**config.mk**
```make
export PLATFORM = sky130hd
export DESIGN_NAME = byte_tx_sequencer_flat
export DESIGN_NICKNAME = d
export VERILOG_FILES = /design/src/rtl/usb_tx_pkg.sv /design/src/rtl/byte_tx_sequencer_if.sv /design/src/rtl/byte_tx_sequencer_bit_timer.sv /design/src/rtl/byte_tx_sequencer.sv /design/src/flat_wrapper.sv
export SDC_FILE = /design/constraint.sdc
export NUM_CORES = 1
export LEC_CHECK = 0
export ABC_CLOCK_PERIOD_IN_PS = 1800
export BUFFER_PORTS_ARGS = -buffer_cell sky130_fd_sc_hd__buf_2
export CORE_MARGIN = 2
export CORE_UTILIZATION = 48
export CTS_CLUSTER_DIAMETER = 50
export CTS_CLUSTER_SIZE = 30
export DETAILED_ROUTE_END_ITERATION = 16
export PLACE_DENSITY = 0.72
export REMOVE_ABC_BUFFERS = 1
export SETUP_SLACK_MARGIN = 0.3
export SLEW_MARGIN = 20
export SYNTH_ARGS = -nofsm -noshare
export SYNTH_HDL_FRONTEND = slang
export SYNTH_SLANG_ARGS = --single-unit
```
**constraint.sdc**
```tcl
create_clock -name clk -period 1.8 [get_ports clk]
set_input_delay 0.36 -clock clk [delete_from_list [all_inputs] [get_ports clk]]
set_output_delay 0.36 -clock clk [all_outputs]
set_load 0.02 [all_outputs]
```
**src/rtl/usb_tx_pkg.sv**
```systemverilog
// usb_tx_pkg: shared state encoding and constants
// for the byte transmit sequencer.
package usb_tx_pkg;

    localparam int CLKS_PER_BIT_DEF = 8;
    localparam int MAX_BYTES_DEF    = 64;

    localparam logic [7:0] SYNC_BYTE = 8'h80;

    typedef enum logic [2:0] {
        ST_IDLE,
        ST_SYNC,
        ST_PID,
        ST_DATA,
        ST_DONE,
        ST_ERROR
    } tx_state_e;

endpackage

```
**src/rtl/byte_tx_sequencer_if.sv**
```systemverilog
// byte_tx_sequencer_if: packet request, FIFO and
// byte register control bundle.
interface byte_tx_sequencer_if;

    logic       tx_start;
    logic [7:0] pid;
    logic [6:0] byte_count;
    logic       abort;
    logic       fifo_empty;
    logic       fifo_pop;
    logic [7:0] fsm_byte;
    logic       load_en;
    logic       select;
    logic       shift_en;
    logic       tx_busy;
    logic       tx_done;
    logic       tx_error;

    modport master (
        output tx_start, pid, byte_count,
        output abort, fifo_empty,
        input  fifo_pop, fsm_byte, load_en,
        input  select, shift_en,
        input  tx_busy, tx_done, tx_error
    );

    modport slave (
        input  tx_start, pid, byte_count,
        input  abort, fifo_empty,
        output fifo_pop, fsm_byte, load_en,
        output select, shift_en,
        output tx_busy, tx_done, tx_error
    );

endinterface

```
**src/rtl/byte_tx_sequencer_bit_timer.sv**
```systemverilog
// bit_timer: clock divider and 3-bit bit counter
// pacing the eight shifts of one byte slot.
module bit_timer #(
    parameter int CLKS_PER_BIT = 8
) (
    input  logic clk,
    input  logic rst,
    input  logic clr,
    input  logic restart,
    output logic shift_en,
    output logic byte_end
);

    localparam int DW = $clog2(CLKS_PER_BIT);
    localparam logic [DW-1:0] LAST = DW'(CLKS_PER_BIT - 1);

    logic [DW-1:0] div_q;
    logic [2:0]    bit_q;
    logic          active_q;

    // The load cycle is slot cycle 0, so the divider resumes at 1.
    always_ff @(posedge clk or posedge rst) begin
        if (rst) begin
            div_q    <= '0;
            bit_q    <= '0;
            active_q <= 1'b0;
        end else if (clr) begin
            div_q    <= '0;
            bit_q    <= '0;
            active_q <= 1'b0;
        end else if (restart) begin
            div_q    <= DW'(1);
            bit_q    <= '0;
            active_q <= 1'b1;
        end else if (active_q) begin
            if (div_q == LAST) begin
                div_q    <= '0;
                bit_q    <= bit_q + 3'd1;
                active_q <= (bit_q != 3'd7);
            end else begin
                div_q <= div_q + DW'(1);
            end
        end
    end

    assign shift_en = active_q && (div_q == LAST);
    assign byte_end = shift_en && (bit_q == 3'd7);

endmodule

```
**src/rtl/byte_tx_sequencer.sv**
```systemverilog
// byte_tx_sequencer: emits SYNC, PID and FIFO data
// bytes into a serial byte register.
module byte_tx_sequencer
    import usb_tx_pkg::*;
#(
    parameter int CLKS_PER_BIT = CLKS_PER_BIT_DEF,
    parameter int MAX_BYTES    = MAX_BYTES_DEF
) (
    input logic clk,
    input logic rst,
    byte_tx_sequencer_if.slave bus
);

    localparam logic [6:0] MAX_CNT = 7'(MAX_BYTES);

    tx_state_e  state_q, state_d;
    logic       first_q, first_d;
    logic [7:0] pid_q, pid_d;
    logic [6:0] cnt_q, cnt_d;
    logic       cancel;
    logic       load;
    logic       pop;
    logic       tmr_shift;
    logic       byte_end;

    assign cancel = bus.abort && (state_q != ST_IDLE);

    bit_timer #(
        .CLKS_PER_BIT(CLKS_PER_BIT)
    ) u_timer (
        .clk      (clk),
        .rst      (rst),
        .clr      (cancel),
        .restart  (load),
        .shift_en (tmr_shift),
        .byte_end (byte_end)
    );

    always_ff @(posedge clk or posedge rst) begin
        if (rst) begin
            state_q <= ST_IDLE;
            first_q <= 1'b0;
            pid_q   <= '0;
            cnt_q   <= '0;
        end else begin
            state_q <= state_d;
            first_q <= first_d;
            pid_q   <= pid_d;
            cnt_q   <= cnt_d;
        end
    end

    // first_q marks slot cycle 0 of the byte state just entered.
    always_comb begin
        state_d = state_q;
        first_d = 1'b0;
        pid_d   = pid_q;
        cnt_d   = cnt_q;
        load    = 1'b0;
        pop     = 1'b0;
        if (cancel) begin
            state_d = ST_ERROR;
        end else begin
            unique case (state_q)
                ST_IDLE: begin
                    if (bus.tx_start) begin
                        state_d = ST_SYNC;
                        first_d = 1'b1;
                        pid_d   = bus.pid;
                        cnt_d   = (bus.byte_count > MAX_CNT) ?
                                  MAX_CNT : bus.byte_count;
                    end
                end
                ST_SYNC: begin
                    load = first_q;
                    if (byte_end) begin
                        state_d = ST_PID;
                        first_d = 1'b1;
                    end
                end
                ST_PID: begin
                    load = first_q;
                    if (byte_end) begin
                        state_d = (cnt_q != '0) ? ST_DATA : ST_DONE;
                        first_d = (cnt_q != '0);
                    end
                end
                ST_DATA: begin
                    if (first_q) begin
                        if (bus.fifo_empty) begin
                            state_d = ST_ERROR;
                        end else begin
                            load  = 1'b1;
                            pop   = 1'b1;
                            cnt_d = cnt_q - 7'd1;
                        end
                    end else if (byte_end) begin
                        state_d = (cnt_q != '0) ? ST_DATA : ST_DONE;
                        first_d = (cnt_q != '0);
                    end
                end
                default: state_d = ST_IDLE;
            endcase
        end
    end

    assign bus.load_en  = load;
    assign bus.fifo_pop = pop;
    assign bus.select   = (state_q == ST_DATA);
    assign bus.shift_en = tmr_shift && !cancel;
    assign bus.tx_busy  = (state_q != ST_IDLE);
    assign bus.tx_done  = (state_q == ST_DONE);
    assign bus.tx_error = (state_q == ST_ERROR);
    assign bus.fsm_byte = (state_q == ST_SYNC) ? SYNC_BYTE :
                          (state_q == ST_PID)  ? pid_q : 8'h00;

endmodule

```
**src/flat_wrapper.sv**
```systemverilog
// flat-port wrapper written by rule: the top's interface ports become plain ports
module byte_tx_sequencer_flat import usb_tx_pkg::*;
#(
    parameter int CLKS_PER_BIT = CLKS_PER_BIT_DEF,
    parameter int MAX_BYTES    = MAX_BYTES_DEF
)
  (clk, rst, bus_tx_start, bus_pid, bus_byte_count, bus_abort, bus_fifo_empty, bus_fifo_pop, bus_fsm_byte, bus_load_en, bus_select, bus_shift_en, bus_tx_busy, bus_tx_done, bus_tx_error);
  byte_tx_sequencer_if bus_i ();
  input logic clk;
  input logic rst;
  input wire logic [$bits(bus_i.tx_start)-1:0] bus_tx_start;
  input wire logic [$bits(bus_i.pid)-1:0] bus_pid;
  input wire logic [$bits(bus_i.byte_count)-1:0] bus_byte_count;
  input wire logic [$bits(bus_i.abort)-1:0] bus_abort;
  input wire logic [$bits(bus_i.fifo_empty)-1:0] bus_fifo_empty;
  output wire logic [$bits(bus_i.fifo_pop)-1:0] bus_fifo_pop;
  output wire logic [$bits(bus_i.fsm_byte)-1:0] bus_fsm_byte;
  output wire logic [$bits(bus_i.load_en)-1:0] bus_load_en;
  output wire logic [$bits(bus_i.select)-1:0] bus_select;
  output wire logic [$bits(bus_i.shift_en)-1:0] bus_shift_en;
  output wire logic [$bits(bus_i.tx_busy)-1:0] bus_tx_busy;
  output wire logic [$bits(bus_i.tx_done)-1:0] bus_tx_done;
  output wire logic [$bits(bus_i.tx_error)-1:0] bus_tx_error;
  assign bus_i.tx_start = bus_tx_start;
  assign bus_i.pid = bus_pid;
  assign bus_i.byte_count = bus_byte_count;
  assign bus_i.abort = bus_abort;
  assign bus_i.fifo_empty = bus_fifo_empty;
  assign bus_fifo_pop = bus_i.fifo_pop;
  assign bus_fsm_byte = bus_i.fsm_byte;
  assign bus_load_en = bus_i.load_en;
  assign bus_select = bus_i.select;
  assign bus_shift_en = bus_i.shift_en;
  assign bus_tx_busy = bus_i.tx_busy;
  assign bus_tx_done = bus_i.tx_done;
  assign bus_tx_error = bus_i.tx_error;
  byte_tx_sequencer #(.CLKS_PER_BIT(CLKS_PER_BIT), .MAX_BYTES(MAX_BYTES)) u_core (.clk(clk), .rst(rst), .bus(bus_i));
endmodule
```
* Word level (Yosys, flattened, before mapping) *
Index checks and enable logic that the tools add are counted.
Widths: inputs -> output; s select.

cells by class
  add/subtract/negate cells = 3
  magnitude comparators = 1
  equal/unequal tests = 14
  mux-type cells = 39
  bitwise gates (word level) = 1
  reductions and logical operators = 16

operators by type and width
  operator             number
  $mux 3               15
  $mux 7               4
  $mux 8               2
  $mux 1               14
  $pmux 7 s2           1
  $eq 3x3->1 const B   4
  $pmux 3 s4           1
  $reduce_bool 3->1    3
  $gt 7x7->1 const B   1
  $reduce_bool 7->1    1
  $sub 7x1->7 const B  1
  $add 3x1->3 const B  2
  $eq 3x2->1 const B   2
  $reduce_and 3->1     2
  $reduce_and 5->1     1
  $logic_and 1x1->1    4
  $ne 2x2->1 const B   2
  $ne 4x4->1 const B   1
  $pmux 1 s4           1
  $eq 3x1->1 const B   1
  $logic_not 3->1      1
  $ne 3x1->1 const B   1
  $ne 3x2->1 const B   1
  $ne 3x3->1 const B   1
  7 further kinds      7

word-level totals
  register bits = 26
  bits of input ports = 20
  output and inout port bits = 15
  word-level logic and storage cells = 81

* Logic depth before layout (Yosys ltp) *
  depth after elaboration = 7
  gate-level depth with buffers = 6
  depth with buffers taken out = 6

* Cells and area by module *
From an unflattened synthesis, not the netlist that was laid out.

unflattened totals
  cell total of the unflattened synthesis = 159
  area total of the unflattened synthesis = 1554.0 um^2

modules (own cells, without submodules)
  module             instances  cells an instance  area each (um^2)  seq. area each (um^2)
  byte_tx_sequencer  1          123                1158.6            475.5
  bit_timer          1          36                 395.4             175.2

* Worst setup path after synthesis *
OpenSTA, ideal clock, no wires.

  path kind = register to output
  start = register u_core.state_q[2]
  end = output bus_load_en
  data arrival time = 1.461 ns
  required time = 1.440 ns
  setup slack = -0.021 ns
  stages on the path, launching flop included = 4
  path buffers = 0
  cells stage by stage = dfrtp_1 > or3_1 > and2_1 > nor2_1

between the ends
  elaborated cells on any way between the ends = 8
  classes of those cells = eq/ne (3); mux (2); reduce/logical (3)

RTL lines
  item                    RTL line                 RTL
  from (decl)             byte_tx_sequencer.sv:16  tx_state_e state_q, state_d;
  from (signal assigned)  byte_tx_sequencer.sv:46  state_q <= state_d;
  $reduce_bool 3->1       -
  named net bus_tx_busy   flat_wrapper.sv:21       output wire logic [$bits(bus_i.tx_busy)-1:0] bus_tx_busy;
  $logic_and 1x1->1       byte_tx_sequencer.sv:26  assign cancel = bus.abort && (state_q != ST_IDLE);
  $mux 1                  byte_tx_sequencer.sv:61  if (cancel) begin
  to (decl)               flat_wrapper.sv:18       output wire logic [$bits(bus_i.load_en)-1:0] bus_load_en;

The timed path passes the listed nets, and every way through them passes these cells.

* Worst setup path in the final report *
  start = register u_core.state_q[1]
  end = output bus_load_en

between the ends
  word-level cells in the longest chain between the ends = 4
  elaborated cells on any way between the ends = 8
  classes of those cells = eq/ne (3); mux (2); reduce/logical (3)

ends and longest elaborated chain
  item                                      RTL line                 RTL
  $eq 3x2->1 or $eq 3x1->1 (tied branches)  byte_tx_sequencer.sv:64  unique case (state_q)
  $reduce_or 2->1 (no source line)          -
  $pmux 1 s2                                byte_tx_sequencer.sv:64
  $mux 1 (*)                                byte_tx_sequencer.sv:61

Every way passes the cells marked *; elsewhere a longest branch is shown, timed or not.

==> results.json <==
{
  "slew_headroom_pct": 73.0,
  "layout_setup_ws_ns": -0.119,
  "p_int_mw": 0.996,
  "ioPinCount": 35,
  "synth_cell_types": 36,
  "worst_pin_slew_ns": 0.402,
  "grt_pass1_vias": 1285,
  "route.vias.total": 1359,
  "status": "finished, violations left",
  "grt.total_usage_pct": 20.9,
  "cts_buffers": 3,
  "synth-seq-cells": 26,
  "yosysSeqAreaShare_pct": 43.8,
  "finClkSkew_ns": 0.00188,
  "nets": 235,
  "dieArea_um2": 3550,
  "wl_mm": 3.40,
  "power.switching_mw": 0.434,
  "drv_cap": 0,
  "fill_cells": 234,
  "root_buffer": "clkbuf_4",
  "syn_area_um2": 1480,
  "post-route-period-util_pct": 107,
  "clk_latency_ns": 0.32,
  "seqPwrFrac_pct": 53.0,
  "critPathLaunchType": "register",
  "cts_max_level": 1,
  "slowest_stage": "dfrtp_2",
  "hold_ws_ns": 0.0670,
  "crit_type": "register to primary output",
  "critPathMaxStageDelay_ns": 0.46,
  "final_util_pct": 66.3,
  "max_freq_mhz": 521,
  "clkTransAtPathRegs_ns": 0.14,
  "area_delta_synth_final_pct": 34.1,
  "wl_per_cell_um": 14.1,
  "initial_core_util_pct": 49.4,
  "multi_input_area_um2": 857,
  "cp_data_arrival_time_ns": 1.56,
  "drt_iter0_drc": 23,
  "r2r_setup_slack_ns": -0.02,
  "coreArea_um2": 3000,
  "seqCellArea_um2": 654,
  "synth_cells": 155,
  "violations": "negative setup slack",
  "power.static_leakage_nw": 0.918,
  "yosysWarningCount": 0,
  "p_clk_share_pct": 20.9,
  "power_density_nw_per_um2": 719,
  "antenna_found_initial": 0,
  "drtPass1Iterations": 4,
  "place.gp.congestion": 0.887,
  "cts_buffer_depth": 2,
  "cp_cell_sequence": "or3_4, and2_4, nor2_2, buf_4",
  "die_h_um": 59.6,
  "combPwrFrac_pct": 26.0,
  "finalSetupViolations": 19,
  "io_buffers": 34,
  "grt_max_degree": 27,
  "worstPathMaxFanout": 4,
  "clock_sinks": 26,
  "totalPowerFinal_mw": 1.43,
  "drc": 0,
  "synth_edf_count": 0,
  "synthFlopType": "dfrtp_1",
  "n_antenna_cell": 0,
  "grt_pass1_wl_mm": 5.57,
  "rsz0062_at_grt": "yes",
  "cp-end-kind": "primary output",
  "route.antenna.remaining_nets": 0,
  "hold_viol_final": 0,
  "die_x_um": 59.6,
  "vdd_drop_max_mv": 0.339,
  "slew_viol_final": 0,
  "hold_path_class": "input port to asynchronous set/reset pin",
  "overflow": 0,
  "rows": 20,
  "period_minus_slack_ns": 1.92,
  "worstPathRequired_ns": 1.44,
  "cts_tree": "done",
  "layout-drive-gt1-share_pct": 46.2,
  "synth-async-reset-ratio_pct": 100,
  "power.share.switching_pct": 30.4,
  "avgSynthCellArea_um2": 9.57,
  "place_hpwl_mm": 2.29,
  "via_per_inst": 5.64
}
synth_stat cells (all sizes together), types with 2 or more instances:
cell type	number	area, um^2
a21oi	11	55.1
nor2	18	67.6
a21boi	2	15.0
nor3	5	25.0
nand3b	2	15.0
and2	8	50.1
inv	8	30.0
nand4	2	12.5
clkbuf	4	15.0
nand3	4	20.0
nor4	2	12.5
mux2i	2	20.0
a22oi	2	15.0
nand2b	3	18.8
o21ai	10	50.0
ha	6	75.1
a32oi	2	17.5
nand2	9	33.8
nor3b	2	15.0
o21bai	3	22.5
a31oi	2	12.5
mux2	9	101
dfrtp	26	651
buf	2	22.5
state kept, by name (all words and copies together), names as in the netlist:
name and flops:
u_core.pid_q 8, u_core.cnt_q 7, u_core.state_q 3, u_core.u_timer.bit_q 3, u_core.u_timer.div_q 3, u_core.first_q 1
u_core.u_timer.active_q 1
final timing paths:
path                                endpoint  depth (start not counted)         startpoint
setup / recovery                 bus_load_en                          4  u_core.state_q[1]
hold / removal               u_core.pid_q[2]                          3                rst
setup reg to reg             u_core.pid_q[6]                          5  u_core.state_q[2]
hold reg to reg              u_core.pid_q[0]                          1    u_core.pid_q[0]
max in group asynchronous  u_core.state_q[2]                          3                rst
min in group clk             u_core.pid_q[1]                          2         bus_pid[1]
power groups by stage:
stage / Clock (mW) / Sequential, mW / Combinational, mW
final: 0.299 / 0.759 / 0.372
after global routing: 0.342 / 0.771 / 0.415
after floorplan: 0 / 0.748 / 0.225
after CTS: 0.311 / 0.755 / 0.336
after detailed placement: 0 / 0.767 / 0.311
after global placement: 0 / 0.760 / 0.301
per-layer routing:
metal  GRT usage (%)  up-vias  part of all wire [%]
li1                -      667                     -
met1            26.2      644                    45
met2            35.0       39                    48
met3            2.62        9                   4.1
met4            10.5        0                   2.5
met5               0        -                     0
metrics by stage:
step	area, um^2	setup TNS, ns	setup WS [ns]	std cells
after floorplan	1450	-0.134	-0.0666	149
after CTS	1870	-1.21	-0.120	235
final	1990	-0.776	-0.119	241
after global routing	1990	-2.24	-0.174	241
after detailed placement	1700	0	0.115	222
after global placement	1700	0	0.130	222
kinds of logic after synthesis:
logic type / Yosys count / share of synthesized area (%)
AND/OR/NAND/NOR: 59 / 20.7
AO/OA/AOI/OAI: 38 / 17.0
flip-flops: 26 / 43.8
buffers and inverters: 14 / 4.55
multiplexers: 11 / 8.18
adder cells (fa/ha/maj): 6 / 5.06
XOR/XNOR: 1 / 0.590
cell type report:
cell class	instances	share of cell area, %
Inverter	8	1.51
Clock buffer	4	1.82
Tap cell	33	2.08
Timing Repair Buffer	55	18.6
Multi-Input combinational cell	115	43.1
Sequential cell	26	32.9
critical path: cells and delay by family, from the launching register on:
family | cells | cell delay (ns)
DFF | 1 | 0.46
and+or+nand+nor | 3 | 0.64
buffers and inverters | 1 | 0.14
repair_timing:
action / 4_1_cts / 5_1_grt
setup buffers: 9 / 6
hold buffers: 0 / 0
endpoints found under the setup margin: 37 / 39
pin swaps: 6 / 4
resized for setup: 23 / 28
cells in the final DEF, fill, tap and decap left out, types with 2 or more instances in the layout:
cell / instances
buf_2: 26
nor3_1: 3
inv_1: 6
a32oi_1: 2
a31oi_1: 2
a21oi_1: 9
a22oi_1: 2
ha_1: 5
nand4_1: 2
dfrtp_2: 3
dfrtp_1: 23
o21ai_1: 5
a21oi_2: 2
inv_2: 2
o21ai_0: 3
nor3_2: 2
buf_4: 24
nand3_1: 4
and2_1: 7
clkbuf_4: 3
o21bai_1: 3
nand2_1: 8
buf_6: 4
o21ai_2: 2
a21boi_0: 2
nor2_4: 3
nor2_2: 2
nand3b_1: 2
nor2_1: 13
mux2_2: 9
mux2i_1: 2
(Power assumes the default switching activity.)
